===== config.mk =====
export PLATFORM = sky130hd
export DESIGN_NAME = axi_burst_rd_mux
export DESIGN_NICKNAME = d
export VERILOG_FILES = /design/src/rtl/axi_burst_rd_mux_pkg.sv /design/src/rtl/axi_burst_rd_mux_rr_arbiter.sv /design/src/rtl/axi_burst_rd_mux.sv
export SDC_FILE = /design/constraint.sdc
export NUM_CORES = 1
export LEC_CHECK = 0
export CORE_AREA = 2 2 243 245
export DETAILED_ROUTE_END_ITERATION = 7
export DIE_AREA = 0 0 245 247
export PLACE_DENSITY = 0.58
export SLEW_MARGIN = 20
export SYNTH_ARGS = -nofsm -noshare
export SYNTH_HDL_FRONTEND = slang
export SYNTH_HIERARCHICAL = 1
export SYNTH_SLANG_ARGS = --single-unit

===== constraint.sdc =====
create_clock -name clk_100M -period 2.6 [get_ports clk_100M]
set_clock_uncertainty 0.05 [all_clocks]
set_input_delay 0.78 -clock clk_100M [delete_from_list [all_inputs] [get_ports clk_100M]]
set_output_delay 0.78 -clock clk_100M [all_outputs]
set_load 0.01 [all_outputs]

===== src/rtl/axi_burst_rd_mux_pkg.sv =====
// Shared definitions for the multi-channel AXI burst read master:
// default widths taken from the DDR controller's user-side geometry,
// one-hot FSM encodings and a channel-index width helper.
package axi_burst_rd_mux_pkg;

    // DDR controller geometry used for default port widths
    localparam int CTRL_ADDR_WIDTH = 28;
    localparam int MEM_DQ_WIDTH    = 32;

    localparam int DEF_DATA_W = MEM_DQ_WIDTH * 8;
    localparam int DEF_ADDR_W = CTRL_ADDR_WIDTH;
    localparam int DEF_LEN_W  = 4;
    localparam int DEF_NUM_CH = 2;

    // One-hot FSM encoding
    typedef logic [2:0] state_t;
    localparam logic [2:0] ST_IDLE = 3'b001;
    localparam logic [2:0] ST_ADDR = 3'b010;
    localparam logic [2:0] ST_DATA = 3'b100;

    // Channel index width, never narrower than one bit
    function automatic int ch_width(input int num_ch);
        if (num_ch > 1) begin
            return $clog2(num_ch);
        end else begin
            return 1;
        end
    endfunction

endpackage


===== src/rtl/axi_burst_rd_mux_rr_arbiter.sv =====
// Round-robin arbiter: the search for a requester starts at the rotating
// pointer; on an accepted grant the pointer moves just past the winner so
// simultaneous requesters are served in rotation and none starves.
module rr_arbiter
    import axi_burst_rd_mux_pkg::*;
#(
    parameter  int NUM_CH = DEF_NUM_CH,
    localparam int CH_W   = ch_width(NUM_CH)
)(
    input  logic              clk_100M,
    input  logic              rst,
    input  logic [NUM_CH-1:0] req,
    input  logic              advance,
    output logic [NUM_CH-1:0] grant,
    output logic [CH_W-1:0]   grant_idx,
    output logic              grant_valid
);

    logic [CH_W-1:0] ptr_r;
    logic [CH_W-1:0] idx_s;
    logic [CH_W-1:0] cand_idx_s;
    logic            found_s;
    int              cand_s;

    // Find the first requester at or after the pointer (scan backwards so the nearest one wins)
    always_comb begin
        idx_s      = '0;
        found_s    = 1'b0;
        cand_s     = 0;
        cand_idx_s = '0;
        for (int i = NUM_CH - 1; i >= 0; i--) begin
            cand_s     = (int'(ptr_r) + i) % NUM_CH;
            cand_idx_s = CH_W'(cand_s);
            if (req[cand_idx_s]) begin
                idx_s   = cand_idx_s;
                found_s = 1'b1;
            end else begin
                idx_s   = idx_s;
                found_s = found_s;
            end
        end
    end

    // One-hot form of the winning index
    always_comb begin
        grant = '0;
        if (found_s) begin
            grant[idx_s] = 1'b1;
        end else begin
            grant = '0;
        end
    end

    assign grant_idx   = idx_s;
    assign grant_valid = found_s;

    // Rotate the pointer to the channel after the one just granted
    always_ff @(posedge clk_100M) begin
        if (rst) begin
            ptr_r <= '0;
        end else if (advance && found_s) begin
            ptr_r <= (idx_s == CH_W'(NUM_CH - 1)) ? '0 : idx_s + 1'b1;
        end else begin
            ptr_r <= ptr_r;
        end
    end

endmodule


===== src/rtl/axi_burst_rd_mux.sv =====
// Multi-channel AXI burst read master. Requesters are granted round-robin,
// one AR phase is issued per grant and every R beat is forwarded as a
// registered strobe tagged with channel, last flag and a length-mismatch error.
module axi_burst_rd_mux
    import axi_burst_rd_mux_pkg::*;
#(
    parameter  int DATA_W = DEF_DATA_W,
    parameter  int ADDR_W = DEF_ADDR_W,
    parameter  int LEN_W  = DEF_LEN_W,
    parameter  int NUM_CH = DEF_NUM_CH,
    localparam int CH_W   = ch_width(NUM_CH)
)(
    input  logic                     clk_100M,
    input  logic                     rst,
    input  logic                     init_done,
    input  logic [NUM_CH-1:0]        rd_req,
    input  logic [NUM_CH*ADDR_W-1:0] rd_addr,
    input  logic [NUM_CH*LEN_W-1:0]  rd_len,
    output logic [NUM_CH-1:0]        rd_ack,
    output logic                     rd_busy,
    output logic [DATA_W-1:0]        rd_data,
    output logic                     rd_data_valid,
    output logic [CH_W-1:0]          rd_data_ch,
    output logic                     rd_data_last,
    output logic                     rd_err,
    output logic [ADDR_W-1:0]        axi_araddr,
    output logic [LEN_W-1:0]         axi_arlen,
    output logic                     axi_arvalid,
    input  logic                     axi_arready,
    output logic                     axi_rready,
    input  logic [DATA_W-1:0]        axi_rdata,
    input  logic                     axi_rvalid,
    input  logic                     axi_rlast
);

    state_t            state_r;
    logic [LEN_W:0]    beat_cnt_r;
    logic [NUM_CH-1:0] grant_s;
    logic [CH_W-1:0]   grant_idx_s;
    logic              grant_valid_s;
    logic              advance_s;

    // A grant is taken only from IDLE and only once calibration is done
    assign advance_s = (state_r == ST_IDLE) && init_done && grant_valid_s;

    rr_arbiter #(
        .NUM_CH (NUM_CH)
    ) u_arb (
        .clk_100M    (clk_100M),
        .rst         (rst),
        .req         (rd_req),
        .advance     (advance_s),
        .grant       (grant_s),
        .grant_idx   (grant_idx_s),
        .grant_valid (grant_valid_s)
    );

    // Burst sequencing: grant/latch in IDLE, AR handshake in ADDR, beat forwarding in DATA
    always_ff @(posedge clk_100M) begin
        if (rst) begin
            state_r       <= ST_IDLE;
            beat_cnt_r    <= '0;
            rd_ack        <= '0;
            rd_busy       <= 1'b0;
            rd_data       <= '0;
            rd_data_valid <= 1'b0;
            rd_data_ch    <= '0;
            rd_data_last  <= 1'b0;
            rd_err        <= 1'b0;
            axi_araddr    <= '0;
            axi_arlen     <= '0;
            axi_arvalid   <= 1'b0;
            axi_rready    <= 1'b0;
        end else begin
            // pulse-type outputs default low every cycle
            rd_ack        <= '0;
            rd_data_valid <= 1'b0;
            rd_data_last  <= 1'b0;
            rd_err        <= 1'b0;
            case (state_r)
                ST_IDLE: begin
                    if (advance_s) begin
                        rd_ack      <= grant_s;
                        rd_busy     <= 1'b1;
                        axi_arvalid <= 1'b1;
                        axi_araddr  <= rd_addr[grant_idx_s*ADDR_W +: ADDR_W];
                        axi_arlen   <= rd_len[grant_idx_s*LEN_W +: LEN_W];
                        rd_data_ch  <= grant_idx_s;
                        beat_cnt_r  <= '0;
                        state_r     <= ST_ADDR;
                    end else begin
                        state_r <= ST_IDLE;
                    end
                end
                ST_ADDR: begin
                    if (axi_arvalid && axi_arready) begin
                        axi_arvalid <= 1'b0;
                        axi_rready  <= 1'b1;
                        state_r     <= ST_DATA;
                    end else begin
                        state_r <= ST_ADDR;
                    end
                end
                ST_DATA: begin
                    if (axi_rvalid) begin
                        rd_data       <= axi_rdata;
                        rd_data_valid <= 1'b1;
                        // saturate so a runaway slave cannot wrap the count back to a match
                        beat_cnt_r    <= (beat_cnt_r == {(LEN_W+1){1'b1}}) ? beat_cnt_r
                                                                         : beat_cnt_r + 1'b1;
                        if (axi_rlast) begin
                            rd_data_last <= 1'b1;
                            rd_err       <= (beat_cnt_r != {1'b0, axi_arlen});
                            rd_busy      <= 1'b0;
                            axi_rready   <= 1'b0;
                            beat_cnt_r   <= '0;
                            state_r      <= ST_IDLE;
                        end else begin
                            state_r <= ST_DATA;
                        end
                    end else begin
                        state_r <= ST_DATA;
                    end
                end
                default: begin
                    // illegal encoding: drop any transfer and return to a safe idle
                    rd_busy     <= 1'b0;
                    axi_arvalid <= 1'b0;
                    axi_rready  <= 1'b0;
                    beat_cnt_r  <= '0;
                    state_r     <= ST_IDLE;
                end
            endcase
        end
    end

endmodule

# == Word-level counts from Yosys, hierarchy flattened ==
# Index checks and enable logic that the tools add are counted.
# W data, S select, Z words.
# op_classes
n_shift,2
magnitude_cmp,4
bitwise,7
n_eq_ne,10
muxes,31
addsub,3
div,0
n_reduce_logical,15
mul,1
# op_table
op,count
$shiftx A56 B7 Y28,1
$mux W5,4
$mux W1,17
$pmux W5 S3,1
$reduce_and A4 Y1,3
$mux W3,3
$pmux W1 S3,3
$pmux W3 S3,1
$reduce_or A4 Y1,2
$shiftx A8 B4 Y4,1
$not A1 Y1,7
$lt A1 B2 Y1 const B,3
$ne A2 B2 Y1 const B,3
$add A5 B1 Y5 const B,1
$eq A5 B5 Y1 const B,1
$logic_and A1 B1 Y1,5
$ne A5 B4 Y1,1
$mul A1 B3 Y4 const B,1
$reduce_and A2 Y1,2
$eq A3 B1 Y1 const B,1
$eq A3 B2 Y1 const B,1
$eq A3 B3 Y1 const B,1
$ne A3 B3 Y1 const B,1
$reduce_and A3 Y1,1
other kinds (7),8
# word_totals
ram_bits,0
register_bits,306
out_inout_bits,297
latch_bits,0
inputBits,328
wordCells,87
rom_bits,0
n_memories,0

# == Longest topological paths before layout ==
# depth
word_depth,9
mapped_depth,8
ltp_nobuf,7

# == Cells and area by module ==
# The synthesis kept the hierarchy.
# modules_own_cells
module,area_per_inst_um2,cells_per_inst,seq_area_each_um2,n_inst
axi_burst_rd_mux,11312.1,1351,6105.9,1
rr_arbiter,78.8,9,20.0,1

# == Worst setup path before layout ==
# OpenSTA, ideal clock, no wires.
# synth_timing
path_kind,in2reg
from,input rd_req[1]
to,register axi_araddr[0]
required_ns,2.404
cell_stages,5
t_arrival_ns,1.897
setup_time_ns,0.146
path_buffers,2
slack_ns,0.507
cell_sequence,a21boi_0 > buf_2 > clkbuf_1 > mux2i_1 > a211oi_2
# synth_between
elab_chain_cells,6
elab_cells_between_ends,12
cone_classes,mul: 1; shift: 1; mux: 8; reduce/logical: 2
# synth_rtl
element,line_no,source
from (decl),axi_burst_rd_mux.sv:16,"input logic [NUM_CH-1:0] rd_req,"
$mux W1 (implied by the code) (2 in series),axi_burst_rd_mux_rr_arbiter.sv:34,if (req[cand_idx_s]) begin
$mux W1 (2 in series),axi_burst_rd_mux_rr_arbiter.sv:34,
$mul A1 B3 Y4 or $logic_and A1 B1 Y1 (tied branches),"axi_burst_rd_mux.sv:86, axi_burst_rd_mux.sv:44",
$shiftx A56 B7 Y28 or $reduce_and A2 Y1 (tied branches),--,
to (signal assigned),axi_burst_rd_mux.sv:86,axi_araddr <= rd_addr[grant_idx_s*ADDR_W +: ADDR_W];
to (decl),axi_burst_rd_mux.sv:26,"output logic [ADDR_W-1:0] axi_araddr,"
# Several ways; a longest one is shown, not always the timed one. The select of a mux whose other input is x is not followed.
# A chain may end at the register's enable or synchronous reset.

# == Final worst setup path ==
# layout_timing
from,register axi_arvalid
to,output axi_arvalid
# layout_lines
element,line_no,source
from (decl),axi_burst_rd_mux.sv:28,"output logic axi_arvalid,"
from (signal assigned),axi_burst_rd_mux.sv:72,axi_arvalid <= 1'b0;
from (signal assigned),axi_burst_rd_mux.sv:85,axi_arvalid <= 1'b1;
from (signal assigned),axi_burst_rd_mux.sv:97,axi_arvalid <= 1'b0;
# No word-level cell between the ends.

==> results.txt <==
Seq/Total Area, Yosys = 0.5378
total global-route track usage = 0.1294
Worst slew margin = 0.5554
clk root buf = clkbuf_16
die area = 0.06052 mm2
Final Hold Fails = 0
RSZ-0062 raised after global routing = false
Setup crit end kind = output port
Worst-Skew Late Latency = 530 ps
hold depth = 2
DRC = 0
first-pass GRT wire length = 62270 um
Initial DRC Count = 432
WP data required = 1770 ps
Post-synth EDFFs = 0
Buf/Inv on CP = 1
hold path start = rd_data[210]
largest net degree at the start of global routing = 125
R2R Setup Slk = 400 ps
peak supply drop = 0.4309 mV
Reg clk slew, reported paths = 60 ps
Final Net Count = 2307
gp weighted congestion = 0.8349
Post-Syn Nets = 1690
Core Region = 0.05824 mm2
R2R Path End = rd_data_ch
pwr/cell area = 550.7 mW/mm2
cell leakage power = 6.655 nW
die height = 247 um
Total Wirelength = 41770 um
H-tree depth = 2
hold_ws = 400.9 ps
Post-CTS Resized = 0
Area Overhead vs Synth = 74.03%
Yosys cell types = 45
Final min period = 2362 ps
Worst setup SP type = register
Fmax achieved = 0.4234 GHz
CP cell instances = clkdlybuf4s50_1
Most used DFF post-synth = dfxtp_1
Synth Instances = 1360
Die Wd = 245 um
Post-Place Cell Area = 0.01863 mm2
layout cells sized above 1 = 0.07934
DR WL/cell = 15.02 um
Vias = 11400
CTS buffer count = 37
IO Port Bufs = 624
fin. max-slew vios = 0
DR vias/cell = 4.100
Ports = 625
Util after Layout = 0.3404
Arr. time, crit path = 1530 ps
setup tns final = 0 ps
post-CTS setup buffers = 0
site row count = 89
TritonRoute pass-1 iters = 5
# clock sinks = 306
family with the most delay on the worst path = buffers and inverters
hold worst-path end = rd_data[210]
initial antenna violation count = 3
Congestion Overflow GR = 0
crit-path max FO = 5
reg2reg start = state_r[1]
Critical Path Max Stage Delay = 600 ps
actual slew at the worst max-slew pin = 667.0 ps
asr flop ratio synth = 0
hold_buf cts = 0
FF+latch count, synth = 306
Avg Inst Size Synth = 8.376 um2
final period utilization = 0.9083
outcome = completed
critical path class = reg2out
CTS tree = done
max_cap viols = 0
synthesized cell area = 0.01139 mm2
# setup viols final = 0
yosys warns = 6
Hold Path Class = reg2reg
Starting Density = 0.1956
Max Buffers Root-to-Sink = 3
number of global-route vias before repair = 11340
fillers = 5965
Worst R2R Path Depth = 5
Slowest-stage cell, CP = clkdlybuf4s50_1
design area = 0.01982 mm2
dpl hpwl = 31420 um
post-route antenna net violation count = 0
[registers in the layout, summed over array words and instances (netlist names)]
register	flops
rd_data	256
rd_data_valid	1
rd_busy	1
axi_rready	1
rd_err	1
u_arb/ptr_r	1
rd_ack	2
axi_arvalid	1
axi_arlen	4
rd_data_ch	1
beat_cnt_r	5
state_r	3
rd_data_last	1
axi_araddr	28
[cells in the mapped netlist (all sizes together) (3+ instances only)]
library cell	count	area [um2]
nand2b	5	31.28
xnor2	3	26.28
nor2b	3	18.77
and3	3	18.77
nand3b	3	22.52
inv	4	15.01
nor3	3	15.01
nand2	519	1948
buf	44	412.9
a21boi	3	22.52
a211oi	34	415.4
clkbuf	60	225.2
a21oi	264	1329
nor2	38	158.9
mux2i	35	350.3
dfxtp	306	6126
o21ai	6	30.03
[metrics by stage]
stage / setup slack (ps) / total power (W) / std cells
after floorplan: 506.9 / 0.005296 / 1360
after global placement: -309.0 / 0.006032 / 2710
after detailed placement: -333.3 / 0.006047 / 2710
after CTS: 171.0 / 0.01112 / 2776
after global routing: 147.5 / 0.01137 / 2777
final: 238.3 / 0.01092 / 2780
[per-layer routing]
metal	part of all wire	vias to the layer above	GRT usage
met3	0.081	74	0.04395
li1	-	5696	-
met5	0.00031	-	0
met1	0.40	5218	0.1460
met2	0.49	408	0.2250
met4	0.030	2	0.04896
[power breakdown]
part | internal, W | switching [W] | leakage [nW]
registers | 0.00476 | 0.0000447 | 2.47
logic | 0.000707 | 0.000438 | 3.60
clock network | 0.00293 | 0.00204 | 0.585
[worst max path at each step]
stage | startpoint | slack, ps | to | cells past startpoint
after floorplan | rd_req[1] | 510 | axi_araddr[0] | 5
after global placement | rd_req[0] | -310 | rd_data_ch | 6
after detailed placement | rd_req[0] | -330 | axi_araddr[25] | 6
after CTS | axi_arvalid | 170 | axi_arvalid | 1
after global routing | axi_arvalid | 150 | axi_arvalid | 1
final | axi_arvalid | 240 | axi_arvalid | 1
[final cells by class]
type / instances / area, um2 / share of cell area
repair buffers: 682 / 6899 / 0.3480
well taps: 773 / 967.2 / 0.04879
diodes: 3 / 7.507 / 0.0003787
inverters: 5 / 18.77 / 0.0009467
clock inverters: 17 / 123.9 / 0.006248
multi-input cells: 945 / 4638 / 0.2340
flip-flops and latches: 306 / 6126 / 0.3090
clock buffers: 49 / 1044 / 0.05264
[placed cells by master, fill, tap and decap left out, types with 3 or more instances in the layout]
cell             count
nor2_1              37
nand3b_1             3
clkbuf_16           39
clkbuf_8             3
buf_4               41
nand2b_1             5
buf_12              17
clkdlybuf4s50_1    623
nor2b_1              3
xnor2_1              3
mux2i_1             35
clkbuf_1             7
and3_1               3
a21oi_1            262
diode_2              3
a211oi_2            32
clkinv_2            12
dfxtp_1            306
inv_1                4
nand2_1            519
o21ai_0              6
nor3_1               3
[cell families after synthesis]
family,share of synthesized area
AND/OR/NAND/NOR,0.2024
AO/OA/AOI/OAI,0.1661
flip-flops,0.5378
buffers and inverters,0.05767
multiplexers,0.03076
XOR/XNOR,0.003076
adder cells (fa/ha/maj),0.002196
Note: power is estimated with default switching activity, not from simulation.
